===== src/rtl/i2c_bit_engine.sv =====
// I2C master bit engine: runs START / WRITE / READ / STOP as quarter-bit phases
// timed by the edges of the divider's slow clock, with clock-stretch support.
module i2c_bit_engine (
    input  logic       clock_in,
    input  logic       reset_n,
    input  logic       phase_clk,
    input  logic       cmd_valid,
    output logic       cmd_ready,
    input  logic [1:0] cmd,
    input  logic [7:0] tx_byte,
    input  logic       ack_in,
    output logic [7:0] rx_byte,
    output logic       ack_out,
    output logic       done,
    output logic       err,
    output logic       busy,
    input  logic       scl_i,
    input  logic       sda_i,
    output logic       scl_drive_low,
    output logic       sda_drive_low
);

    localparam logic [1:0] CMD_START = 2'd0;
    localparam logic [1:0] CMD_WRITE = 2'd1;
    localparam logic [1:0] CMD_READ  = 2'd2;
    localparam logic [1:0] CMD_STOP  = 2'd3;

    typedef enum logic [2:0] {
        IDLE,
        START_Q,
        BIT_Q,
        STOP_Q,
        REJECT,
        DONE
    } state_t;

    state_t     state;
    logic [2:0] phase_sync;
    logic [1:0] scl_sync;
    logic [1:0] sda_sync;
    logic       tick;
    logic [1:0] cmd_l;
    logic [7:0] tx_reg;
    logic [7:0] rx_shift;
    logic       ack_l;
    logic       ack_tmp;
    logic       bus_held;
    logic       started;
    logic [1:0] quarter;
    logic [3:0] bit_cnt;
    logic [3:0] next_bit;
    logic       next_bit_low;

    always_ff @(posedge clock_in) begin
        if (!reset_n) begin
            phase_sync <= 3'b000;
            scl_sync   <= 2'b11;
            sda_sync   <= 2'b11;
        end else begin
            phase_sync <= {phase_sync[1:0], phase_clk};
            scl_sync   <= {scl_sync[0], scl_i};
            sda_sync   <= {sda_sync[0], sda_i};
        end
    end

    assign tick = phase_sync[1] ^ phase_sync[2];
    assign busy = ~cmd_ready;

    // SDA level for the bit about to start; bit 8 is the ACK slot
    always_comb begin
        next_bit     = started ? (bit_cnt + 4'd1) : 4'd0;
        next_bit_low = 1'b0;
        if (next_bit == 4'd8) begin
            next_bit_low = (cmd_l == CMD_READ) ? ~ack_l : 1'b0;
        end else if (cmd_l != CMD_READ) begin
            next_bit_low = ~tx_reg[3'd7 - next_bit[2:0]];
        end
    end

    always_ff @(posedge clock_in) begin
        if (!reset_n) begin
            state         <= IDLE;
            cmd_ready     <= 1'b1;
            done          <= 1'b0;
            err           <= 1'b0;
            rx_byte       <= 8'h00;
            ack_out       <= 1'b1;
            scl_drive_low <= 1'b0;
            sda_drive_low <= 1'b0;
            cmd_l         <= CMD_START;
            tx_reg        <= 8'h00;
            rx_shift      <= 8'h00;
            ack_l         <= 1'b1;
            ack_tmp       <= 1'b1;
            bus_held      <= 1'b0;
            started       <= 1'b0;
            quarter       <= 2'd0;
            bit_cnt       <= 4'd0;
        end else begin
            done <= 1'b0;
            case (state)
                IDLE: begin
                    if (cmd_valid && cmd_ready) begin
                        cmd_l     <= cmd;
                        tx_reg    <= tx_byte;
                        ack_l     <= ack_in;
                        cmd_ready <= 1'b0;
                        started   <= 1'b0;
                        quarter   <= 2'd0;
                        bit_cnt   <= 4'd0;
                        if (cmd != CMD_START && !bus_held) begin
                            state <= REJECT;
                        end else begin
                            case (cmd)
                                CMD_START: begin
                                    state    <= START_Q;
                                    bus_held <= 1'b1;
                                end
                                CMD_STOP: begin
                                    state    <= STOP_Q;
                                    bus_held <= 1'b0;
                                end
                                default: state <= BIT_Q;
                            endcase
                        end
                    end
                end
                START_Q: begin
                    if (tick) begin
                        if (!started) begin
                            started       <= 1'b1;
                            quarter       <= 2'd0;
                            sda_drive_low <= 1'b0;
                        end else if (quarter == 2'd0) begin
                            quarter       <= 2'd1;
                            scl_drive_low <= 1'b0;
                        end else if (quarter == 2'd1) begin
                            if (scl_sync[1]) begin
                                quarter       <= 2'd2;
                                sda_drive_low <= 1'b1;
                            end
                        end else begin
                            quarter       <= 2'd3;
                            scl_drive_low <= 1'b1;
                            state         <= DONE;
                            done          <= 1'b1;
                            err           <= 1'b0;
                        end
                    end
                end
                BIT_Q: begin
                    if (tick) begin
                        if (!started || quarter == 2'd3) begin
                            started       <= 1'b1;
                            quarter       <= 2'd0;
                            bit_cnt       <= next_bit;
                            scl_drive_low <= 1'b1;
                            sda_drive_low <= next_bit_low;
                        end else if (quarter == 2'd0) begin
                            quarter       <= 2'd1;
                            scl_drive_low <= 1'b0;
                        end else if (quarter == 2'd1) begin
                            // held here while a slave stretches SCL low
                            if (scl_sync[1]) begin
                                quarter <= 2'd2;
                                if (bit_cnt < 4'd8) begin
                                    rx_shift <= {rx_shift[6:0], sda_sync[1]};
                                end else begin
                                    ack_tmp <= sda_sync[1];
                                end
                            end
                        end else begin
                            quarter       <= 2'd3;
                            scl_drive_low <= 1'b1;
                            if (bit_cnt == 4'd8) begin
                                state <= DONE;
                                done  <= 1'b1;
                                err   <= 1'b0;
                                if (cmd_l == CMD_READ) begin
                                    rx_byte <= rx_shift;
                                end else begin
                                    ack_out <= ack_tmp;
                                end
                            end
                        end
                    end
                end
                STOP_Q: begin
                    if (tick) begin
                        if (!started) begin
                            started       <= 1'b1;
                            quarter       <= 2'd0;
                            scl_drive_low <= 1'b1;
                            sda_drive_low <= 1'b1;
                        end else if (quarter == 2'd0) begin
                            quarter       <= 2'd1;
                            scl_drive_low <= 1'b0;
                        end else if (quarter == 2'd1) begin
                            if (scl_sync[1]) begin
                                quarter       <= 2'd2;
                                sda_drive_low <= 1'b0;
                            end
                        end else begin
                            quarter <= 2'd3;
                            state   <= DONE;
                            done    <= 1'b1;
                            err     <= 1'b0;
                        end
                    end
                end
                REJECT: begin
                    state <= DONE;
                    done  <= 1'b1;
                    err   <= 1'b1;
                end
                DONE: begin
                    cmd_ready <= 1'b1;
                    state     <= IDLE;
                end
                default: state <= IDLE;
            endcase
        end
    end

endmodule


===== config.mk =====
export PLATFORM = sky130hd
export DESIGN_NAME = i2c_bit_engine
export DESIGN_NICKNAME = d
export VERILOG_FILES = /design/src/rtl/i2c_bit_engine.sv
export SDC_FILE = /design/constraint.sdc
export NUM_CORES = 1
export LEC_CHECK = 0
export BUFFER_PORTS_ARGS = -buffer_cell sky130_fd_sc_hd__buf_2
export CAP_MARGIN = 10
export CORE_ASPECT_RATIO = 0.7
export CORE_MARGIN = 3
export CORE_UTILIZATION = 50
export DETAILED_ROUTE_END_ITERATION = 7
export PLACE_DENSITY = 0.73
export SLEW_MARGIN = 20
export SYNTH_ARGS = -nofsm -noshare
export SYNTH_HDL_FRONTEND = slang
export SYNTH_SLANG_ARGS = --single-unit

===== constraint.sdc =====
create_clock -name clock_in -period 5.3 [get_ports clock_in]
set_input_delay 0.265 -clock clock_in [delete_from_list [all_inputs] [get_ports clock_in]]
set_output_delay 0.265 -clock clock_in [all_outputs]
set_load 0.01 [all_outputs]

==> results of run 1 <==
[routing by layer]
layer | global-route usage | up-vias | wire length [um]
met4 | 0.0345 | 0 | 19
met2 | 0.253 | 60 | 2000
met3 | 0.0392 | 2 | 379
met1 | 0.276 | 922 | 2300
li1 | - | 1027 | -
met5 | 0 | - | 0
[cells by family after synthesis]
group,after synthesis,share of synthesized area
DFF,52,0.442
AOI/OAI and AO/OA,64,0.168
muxes,8,0.0356
xor gates and xnor gates,5,0.0186
and+or+nand+nor,122,0.266
adders and majority gates,4,0.0213
buffers and inverters,27,0.0478
[power by group]
part | internal [W] | switching, W
sequential | 0.000433 | 0.0000531
clock | 0.0000896 | 0.000122
combinational | 0.000101 | 0.000136
[critical path, delay by kind of cell, from the launching register on]
kind                       cells  cell delay [ns]
and+or+nand+nor                4             0.76
adders and majority gates      1             0.42
buffers and inverters          1             0.11
DFF                            1             0.48
AOI/OAI and AO/OA              1             0.28
[through the flow]
stage	util	hold slack (ns)	instance area [um^2]
2_1_floorplan	-	0.366	2350
3_3_place_gp	0.565	0.391	2500
3_5_place_dp	0.565	0.398	2500
4_1_cts	0.583	0.140	2580
5_1_grt	0.583	0.136	2580
6_report	0.583	0.148	2580
[placed cells by master (no fill, tap or decap), types with 2 or more instances in the layout]
master / count
xnor2_1: 3
and2_1: 5
inv_1: 10
buf_2: 31
nor3_1: 2
nand3_1: 26
o21ai_0: 22
nor2b_1: 3
or3_1: 4
clkbuf_8: 5
mux2_2: 3
nor2_1: 18
a211oi_1: 3
dfxtp_1: 52
mux2i_1: 5
o21a_1: 2
o211ai_1: 3
ha_1: 4
nand2_1: 41
nor4_1: 3
nand2b_1: 6
xor2_1: 2
a21oi_1: 21
or2_2: 2
nand3b_1: 2
[worst paths after layout]
path,startpoint,to,slack (ns),depth (start not counted)
worst max-delay path,bit_cnt[0],sda_drive_low,3.15,7
worst min-delay path,scl_i,scl_sync[0],0.15,2
worst max register to register,bit_cnt[0],sda_drive_low,3.15,7
worst min register to register,sda_sync[0],sda_sync[1],0.42,1
[final cells by class]
type / instances / area [um^2] / area share
clock inverters: 2 / 12.5 / 0.00484
clock buffers: 5 / 68.8 / 0.0266
multi-input cells: 203 / 1200 / 0.464
repair buffers: 31 / 155 / 0.0600
inverters: 10 / 37.5 / 0.0145
well taps: 55 / 68.8 / 0.0266
flip-flops and latches: 52 / 1040 / 0.403
==> metrics.yaml, run 1 <==
routing:
  drtAntennaViolNets: 0
  dr_total_vias: 2011
  routed_wl_um: 4700
  routedWlPerCell_um: 13.1
  drc_errors: 0
  drtPass1Iterations: 4
  drt_iter0_drc: 138
  viasPerCell: 5.62
synthesis:
  syn_nets: 303
  yosys-top-cells-area: "dfxtp_1 44%, nand2_1 6.5%, nand3_1 5.5%"
  ys_seq_area_frac: 0.442
  async_flop_share: 0
  synth_area_um2: 2350
  synth.top_cell.area_share: 0.442
  ys.warnings.count: 0
  ys_types: 50
  synth_edf_count: 0
  synth_common_cells: "52 x dfxtp_1, 41 x nand2_1, 26 x nand3_1, 22 x o21ai_0, 21 x a21oi_1"
  synth_area_leader_cell: "dfxtp_1"
  syn_area_per_cell_um2: 8.35
  ys.flop_type: "dfxtp_1"
  synth_most_common_cell: "dfxtp_1"
  syn_inst: 282
  synth-seq-cells: 52
power:
  power.total_w: 0.000934
  power.density_nw_per_um2: 362
  peakVddDrop_uv: 237
  power.leakage_nw: 0.989
cells_and_area:
  n_antenna_cell: 0
  n_fill_cell: 423
  fin_cells: 358
  area.growth.synth_to_final_pct: 9.78
  fin_nets: 324
  drive_above_1_share: 0.162
floorplanning:
  core-area_um2: 4430
  start_util: 0.531
  top_level_ports: 32
  die_h_um: 63.4
  die_area_um2: 5580
  rows: 20
  die_x_um: 88
clock_network:
  htree_levels: 2
  insertion_delay_ns: 0.29
  cts_tree: "built"
  clockBufferDepth: 2
  cts.sinks: 52
  root_buffer: "clkbuf_8"
  hold_buffers: 0
  path_clk_slew_ns: 0.09
  ctsResizeCount: 0
  postCtsSetupRepairBufs: 0
  numCtsBuffers: 5
timing:
  skew_ns: 0.00459
  finalSetupViolations: 0
  final_hold_viol_count: 0
  fin_setup_tns_ns: 0
  rsz0062_at_grt: "false"
  timing.final.crit_share: 0.406
  finalMaxSlewViolations: 0
  relSlewSlack: 0.494
  fmax_mhz: 464
  fin_ws_ns: 3.15
  worstMarginPinSlew_ns: 0.754
  min_period_ns: 2.15
global_routing:
  grt_max_degree: 43
  grt_usage: 0.179
  grt-ovfl-total: 0
  grt_pass1_wl_um: 8050
  grt_antenna_before_repair: 0
  grt_pass1_vias: 1784
worst_setup_path:
  cp-start-kind: "register"
  critPathMaxFanout: 9
  crit_slowest_cell: "dfxtp_1"
  cpPeakStageDelay_ns: 0.48
  worst_ep_required_time_ns: 5.49
  path_cells: "inv_1 > ha_1 > nand2b_1 > or3_1 > nor4_1 > nor3_1 > a221oi_1"
  arrival_ns: 2.34
  setup.worst_path.end_class: "register"
  path_class: "register to register"
outcome:
  status: "finished, final reports clean"
hold_path:
  hold_class: "input port to register"
place:
  dp_cells: 351
  gp_congestion: 0.878
  place_ws_ns: 3.17
  place_hpwl_um: 3380
  portBuffers: 31
job:
  cap_violations: 0
Power figures use the tool's default switching activity.
==> run 2: changes to the inputs <==
PLACE_DENSITY = 0.76   (was 0.73)
clock period = 1.85 ns   (was 5.3 ns; I/O delays follow)
==> metrics.yaml, run 2 (same netlist as run 1, synthesis figures left out) <==
timing:
  fin_ws_ns: 0.0203  # -3.13 ns
  timing.final.crit_share: 0.989  # +0.583
  relSlewSlack: 0.687  # +0.193
  min_period_ns: 1.83  # -0.323 ns
  finalMaxSlewViolations: 0  # unchanged
  fin_hold_ws_ns: -0.00140  # -0.149 ns
  rsz0062_at_grt: "true"
  fmax_mhz: 547  # +18%
  final_hold_viol_count: 1  # +1
  skew_ns: 0.00655  # +0.00195 ns
  finalSetupViolations: 0  # unchanged
  worstMarginPinSlew_ns: 0.466  # -0.288 ns
clock_network:
  numCtsBuffers: 5  # unchanged
  insertion_delay_ns: 0.31  # +0.02 ns
  htree_levels: 2  # unchanged
  clockBufferDepth: 2  # unchanged
  root_buffer: "clkbuf_8"
  cts.sinks: 52  # unchanged
  cts_tree: "built"
  path_clk_slew_ns: 0.09  # about the same
routing:
  drt_iter0_drc: 128  # -7.2%
  drtAntennaViolNets: 0  # unchanged
  routed_wl_um: 5220  # +11%
  drtPass1Iterations: 4  # unchanged
  routedWlPerCell_um: 14.0  # +6.4%
  dr_total_vias: 2079  # +3.4%
  drc_errors: 0  # unchanged
  viasPerCell: 5.56  # -1.0%
power:
  internal_power_w: 0.00215  # +240%
  p_seq_frac: 0.435  # -0.085
  power_frac_comb: 0.275  # +0.021
  power.density_nw_per_um2: 1110  # +210%
  swShare: 0.306  # -0.0265
  peakVddDrop_uv: 650  # +170%
  net-switching-power_w: 0.000949  # +210%
  clockPowerShare: 0.290  # +0.064
  power.leakage_nw: 1.10  # +11%
worst_setup_path:
  critPathMaxFanout: 5  # -4
  arrival_ns: 2.03  # -0.31 ns
  setup.worst_path.end_class: "register"
  cpPeakStageDelay_ns: 0.40  # -0.08 ns
  cp-start-kind: "register"
  worst_ep_required_time_ns: 2.05  # -3.44 ns
  path_class: "register to register"
  critical_path_buf_inv_count: 1  # unchanged
  cp_top_family: "simple AND/OR/NAND/NOR gates"
  path_cells: "inv_4 > ha_4 > nor4bb_1 > o211ai_1 > nor2_1 > or3_1 > a32o_1"
  crit_slowest_cell: "dfxtp_4"
global_routing:
  grt_pass1_vias: 1921  # +7.7%
  grt_pass1_wl_um: 8560  # +6.3%
  grt_antenna_before_repair: 0  # unchanged
  grt-ovfl-total: 0  # unchanged
  grt_usage: 0.194  # +0.0150
  grt_max_degree: 33  # -23%
place:
  place_ws_ns: 0.0706  # -3.10 ns
  gp_congestion: 0.840  # -4.3%
  portBuffers: 31  # unchanged
  place_hpwl_um: 3640  # +7.7%
cells_and_area:
  n_antenna_cell: 0  # unchanged
  final_common_cell: "dfxtp_1"
  postLayoutCoreUtil: 0.631  # +0.0480
  drive_above_1_share: 0.223  # +0.0609
  area.growth.synth_to_final_pct: 18.8
  fin_nets: 340  # +4.9%
  mostFrequentLayoutCells: "49 x dfxtp_1, 41 x nand2_1, 31 x buf_2, 26 x nand3_1, 22 x o21ai_0"
job:
  cap_violations: 0  # unchanged
floorplanning:
  die_area_um2: 5580  # unchanged
  start_util: 0.531  # unchanged
  core-area_um2: 4430  # unchanged
  rows: 20  # unchanged
  die_x_um: 88  # unchanged
  top_level_ports: 32  # unchanged
  die_h_um: 63.4  # unchanged
outcome:
  status: "finished with violations"
  violations: "negative hold slack"
hold_path:
  hold_class: "input port to register"
## run 2: per-stage QoR
step                cell area, um^2  cells  setup TNS, ns  total power, W
floorplan                      2360    282              0         0.00193
global placement               2600    364              0         0.00218
detailed placement             2600    364              0         0.00220
CTS                            2760    374              0         0.00310
global route                   2800    374        -0.0588         0.00327
finish                         2800    374              0         0.00310
## run 2: final cells by class
class                      instances  area, um^2
fill                             378        1630
multi-input combinational        203        1230
sequential                        52        1050
timing repair buffer              47         283
clock buffer                       5        68.8
tap                               55        68.8
clock inverter                     2        60.1
inverter                          10        40.0
## run 2: power by group through the flow
stage / combinational [W] / clock (W) / sequential (W)
after global routing: 0.000934 / 0.000969 / 0.00137
after floorplan: 0.000582 / 0 / 0.00134
after CTS: 0.000839 / 0.000913 / 0.00135
final: 0.000851 / 0.000899 / 0.00135
after global placement: 0.000809 / 0 / 0.00137
after detailed placement: 0.000830 / 0 / 0.00137
## run 2: timing repair
item                                   CTS  global route
gates resized for setup                  0            11
hold buffers                             3             0
endpoints found under the hold margin    3             0
setup buffers                            0             0
setup endpoints to repair                0             3
## run 2: path summary, 6_finish.rpt
path          startpoint     endpoint  slack [ns]  cells past startpoint
max           bit_cnt[0]     state[0]        0.02                      7
min               ack_in        ack_l      -0.001                      3
max reg2reg   bit_cnt[0]     state[0]        0.02                      7
min reg2reg  sda_sync[0]  sda_sync[1]        0.42                      1
## run 2: layer usage
layer  part of all wire  GRT usage  wire [um]
met4              0.010     0.0517         53
met2               0.44      0.284       2280
met1               0.50      0.280       2590
met5                  0          0          0
met3              0.057     0.0510        298
## run 2: tightest hold or removal path, stage by stage
cell	delay (ns)
buf_2	0.08
nand2_1	0.04
nand3_1	0.07
==> run 3: changes to the inputs <==
GPL_TIMING_DRIVEN = 0   (was unset)
clock period = 1.5 ns   (was 1.85 ns; I/O delays follow)
==> metrics.yaml, run 3 (same netlist as run 1, synthesis figures left out) <==
timing:
  timing.final.crit_share: 1.19  # +0.202
  worstMarginPinSlew_ns: 0.612  # +0.146 ns
  finalSetupViolations: 29  # +29
  skew_ns: 0.00589  # -0.000661 ns
  min_period_ns: 1.79  # -0.0428 ns
  fin_ws_ns: -0.287  # -0.307 ns
  relSlewSlack: 0.592  # -0.0952
  final_hold_viol_count: 0  # -1
  fin_setup_tns_ns: -3.37  # -3.37 ns
  finalMaxSlewViolations: 0  # unchanged
  rsz0062_at_grt: "true"
  fmax_mhz: 560  # +2.4%
worst_setup_path:
  cp-startpoint: "bit_cnt[0]"
  cp-start-kind: "register"
  timing.rr.start: "bit_cnt[0]"
  path_class: "register to register"
  critPathMaxFanout: 5  # unchanged
  arrival_ns: 2.02  # about the same
  setup.worst_path.end_class: "register"
  worst_ep_required_time_ns: 1.73  # -0.32 ns
  regToRegEndpoint: "sda_drive_low"
  r2r_setup_slack_ns: -0.29  # -0.31 ns
  reg2reg_depth: 8  # +1
place:
  gp_congestion: 0.861  # +2.5%
  portBuffers: 30  # -3.2%
  place_hpwl_um: 4050  # +11%
clock_network:
  htree_levels: 2  # unchanged
  clockBufferDepth: 2  # unchanged
  insertion_delay_ns: 0.32  # about the same
  cts_tree: "built"
  cts.sinks: 52  # unchanged
  root_buffer: "clkbuf_8"
  path_clk_slew_ns: 0.10  # about the same
  numCtsBuffers: 5  # unchanged
global_routing:
  grt_pass1_vias: 2227  # +16%
  grt_pass1_wl_um: 10500  # +23%
  grt-ovfl-total: 0  # unchanged
  grt_usage: 0.239  # +0.0457
  grt_antenna_before_repair: 0  # unchanged
  grt_max_degree: 17  # -48%
power:
  peakVddDrop_uv: 1000  # +55%
  power_frac_comb: 0.350  # +0.075
  clockPowerShare: 0.238  # -0.052
  swShare: 0.341  # +0.0345
  power.density_nw_per_um2: 1210  # +9.3%
  power.leakage_nw: 1.33  # +22%
  internal_power_w: 0.00268  # +25%
  p_seq_frac: 0.411  # -0.024
  net-switching-power_w: 0.00139  # +46%
cells_and_area:
  area.growth.synth_to_final_pct: 42.7
  n_antenna_cell: 0  # unchanged
  drive_above_1_share: 0.384  # +0.161
  mostFrequentLayoutCells: "40 x nand2_1, 40 x dfxtp_1, 32 x buf_2, 22 x buf_4, 20 x a21oi_1"
  fin_nets: 377  # +11%
  postLayoutCoreUtil: 0.758  # +0.127
routing:
  drtAntennaViolNets: 0  # unchanged
  routed_wl_um: 6920  # +32%
  viasPerCell: 5.86  # +5.4%
  drt_iter0_drc: 188  # +47%
  dr_total_vias: 2413  # +16%
  routedWlPerCell_um: 16.8  # +20%
  drtPass1Iterations: 5  # +1
  drc_errors: 0  # unchanged
floorplanning:
  core-area_um2: 4430  # unchanged
  start_util: 0.531  # unchanged
  die_area_um2: 5580  # unchanged
  die_x_um: 88  # unchanged
  die_h_um: 63.4  # unchanged
  rows: 20  # unchanged
  top_level_ports: 32  # unchanged
hold_path:
  whs_path_depth: 3  # unchanged
  hold_class: "input port to register"
  hp-start: "tx_byte[2]"
  hold_end: "tx_reg[2]"
outcome:
  status: "finished with violations"
  violations: "negative setup slack"
job:
  cap_violations: 0  # unchanged
==> run 3: cell types whose count changed in the layout (fill, tap and decap cells not counted), moves of 10 or more <==
cell,delta
o21ai_0,-18
nand3_1,-11
nand3_2,+11
o21ai_2,+10
==> run 3: worst max-delay path by stage <==
stage | endpoint | slack, ns
3_5_place_dp | sda_drive_low | -0.44
5_1_grt | sda_drive_low | -0.33
4_1_cts | sda_drive_low | -0.37
2_1_floorplan | sda_drive_low | -0.27
3_3_place_gp | sda_drive_low | -0.43
6_report | sda_drive_low | -0.29
==> run 3: repair_timing <==
| item | 4_1_cts | 5_1_grt |
|---|---|---|
| resized for setup | 37 | 52 |
| cloned | 1 | 1 |
| pin swaps | 16 | 22 |
| setup buffers | 15 | 11 |
| hold buffers | 11 | 0 |
| endpoints found under the setup margin | 39 | 42 |
| endpoints found under the hold margin | 11 | 0 |
==> run 3: critical path, cell delays in order, from the launching register on <==
cell and delay (ns):
dfxtp_4 0.38, inv_4 0.04, ha_4 0.26, buf_4 0.14
mux2i_1 0.23, nand3_1 0.11, a21oi_1 0.15, o211ai_1 0.13
a221oi_2 0.27
==> run 3: per-layer routing <==
layer  track usage  vias up  part of all wire
met5             0        -                 0
met4        0.0785        0             0.020
met1         0.337     1164              0.46
li1              -     1129                 -
met3        0.0484       18             0.061
met2         0.365      102              0.46
==> run 3: power groups by stage <==
| stage | registers, W | logic (W) | clock network [W] |
|---|---|---|---|
| after floorplan | 0.00166 | 0.000753 | 0 |
| after global placement | 0.00166 | 0.000986 | 0 |
| after detailed placement | 0.00167 | 0.00100 | 0 |
| after CTS | 0.00165 | 0.00119 | 0.000969 |
| after global routing | 0.00169 | 0.00155 | 0.00104 |
| final | 0.00167 | 0.00142 | 0.000970 |
==> run 3: through the flow <==
step                total power (W)  worst slack [ns]  instance area [um^2]  hold slack [ns]  std cells
finish                      0.00407            -0.287                  3360          0.00105        412
CTS                         0.00381            -0.368                  3080         0.000752        401
floorplan                   0.00241            -0.273                  2420            0.176        282
detailed placement          0.00267            -0.442                  2640            0.258        367
global placement            0.00265            -0.432                  2640            0.255        367
global route                0.00428            -0.329                  3360          0.00477        412
==> run 3: cell type report <==
| cell class | instances | area, um^2 |
|---|---|---|
| buffer | 15 | 101 |
| clock buffer | 7 | 108 |
| clock inverter | 1 | 8.76 |
| fill | 306 | 1070 |
| inverter | 10 | 40.0 |
| multi-input combinational | 203 | 1460 |
| sequential | 52 | 1060 |
| tap | 55 | 68.8 |
| timing repair buffer | 69 | 507 |
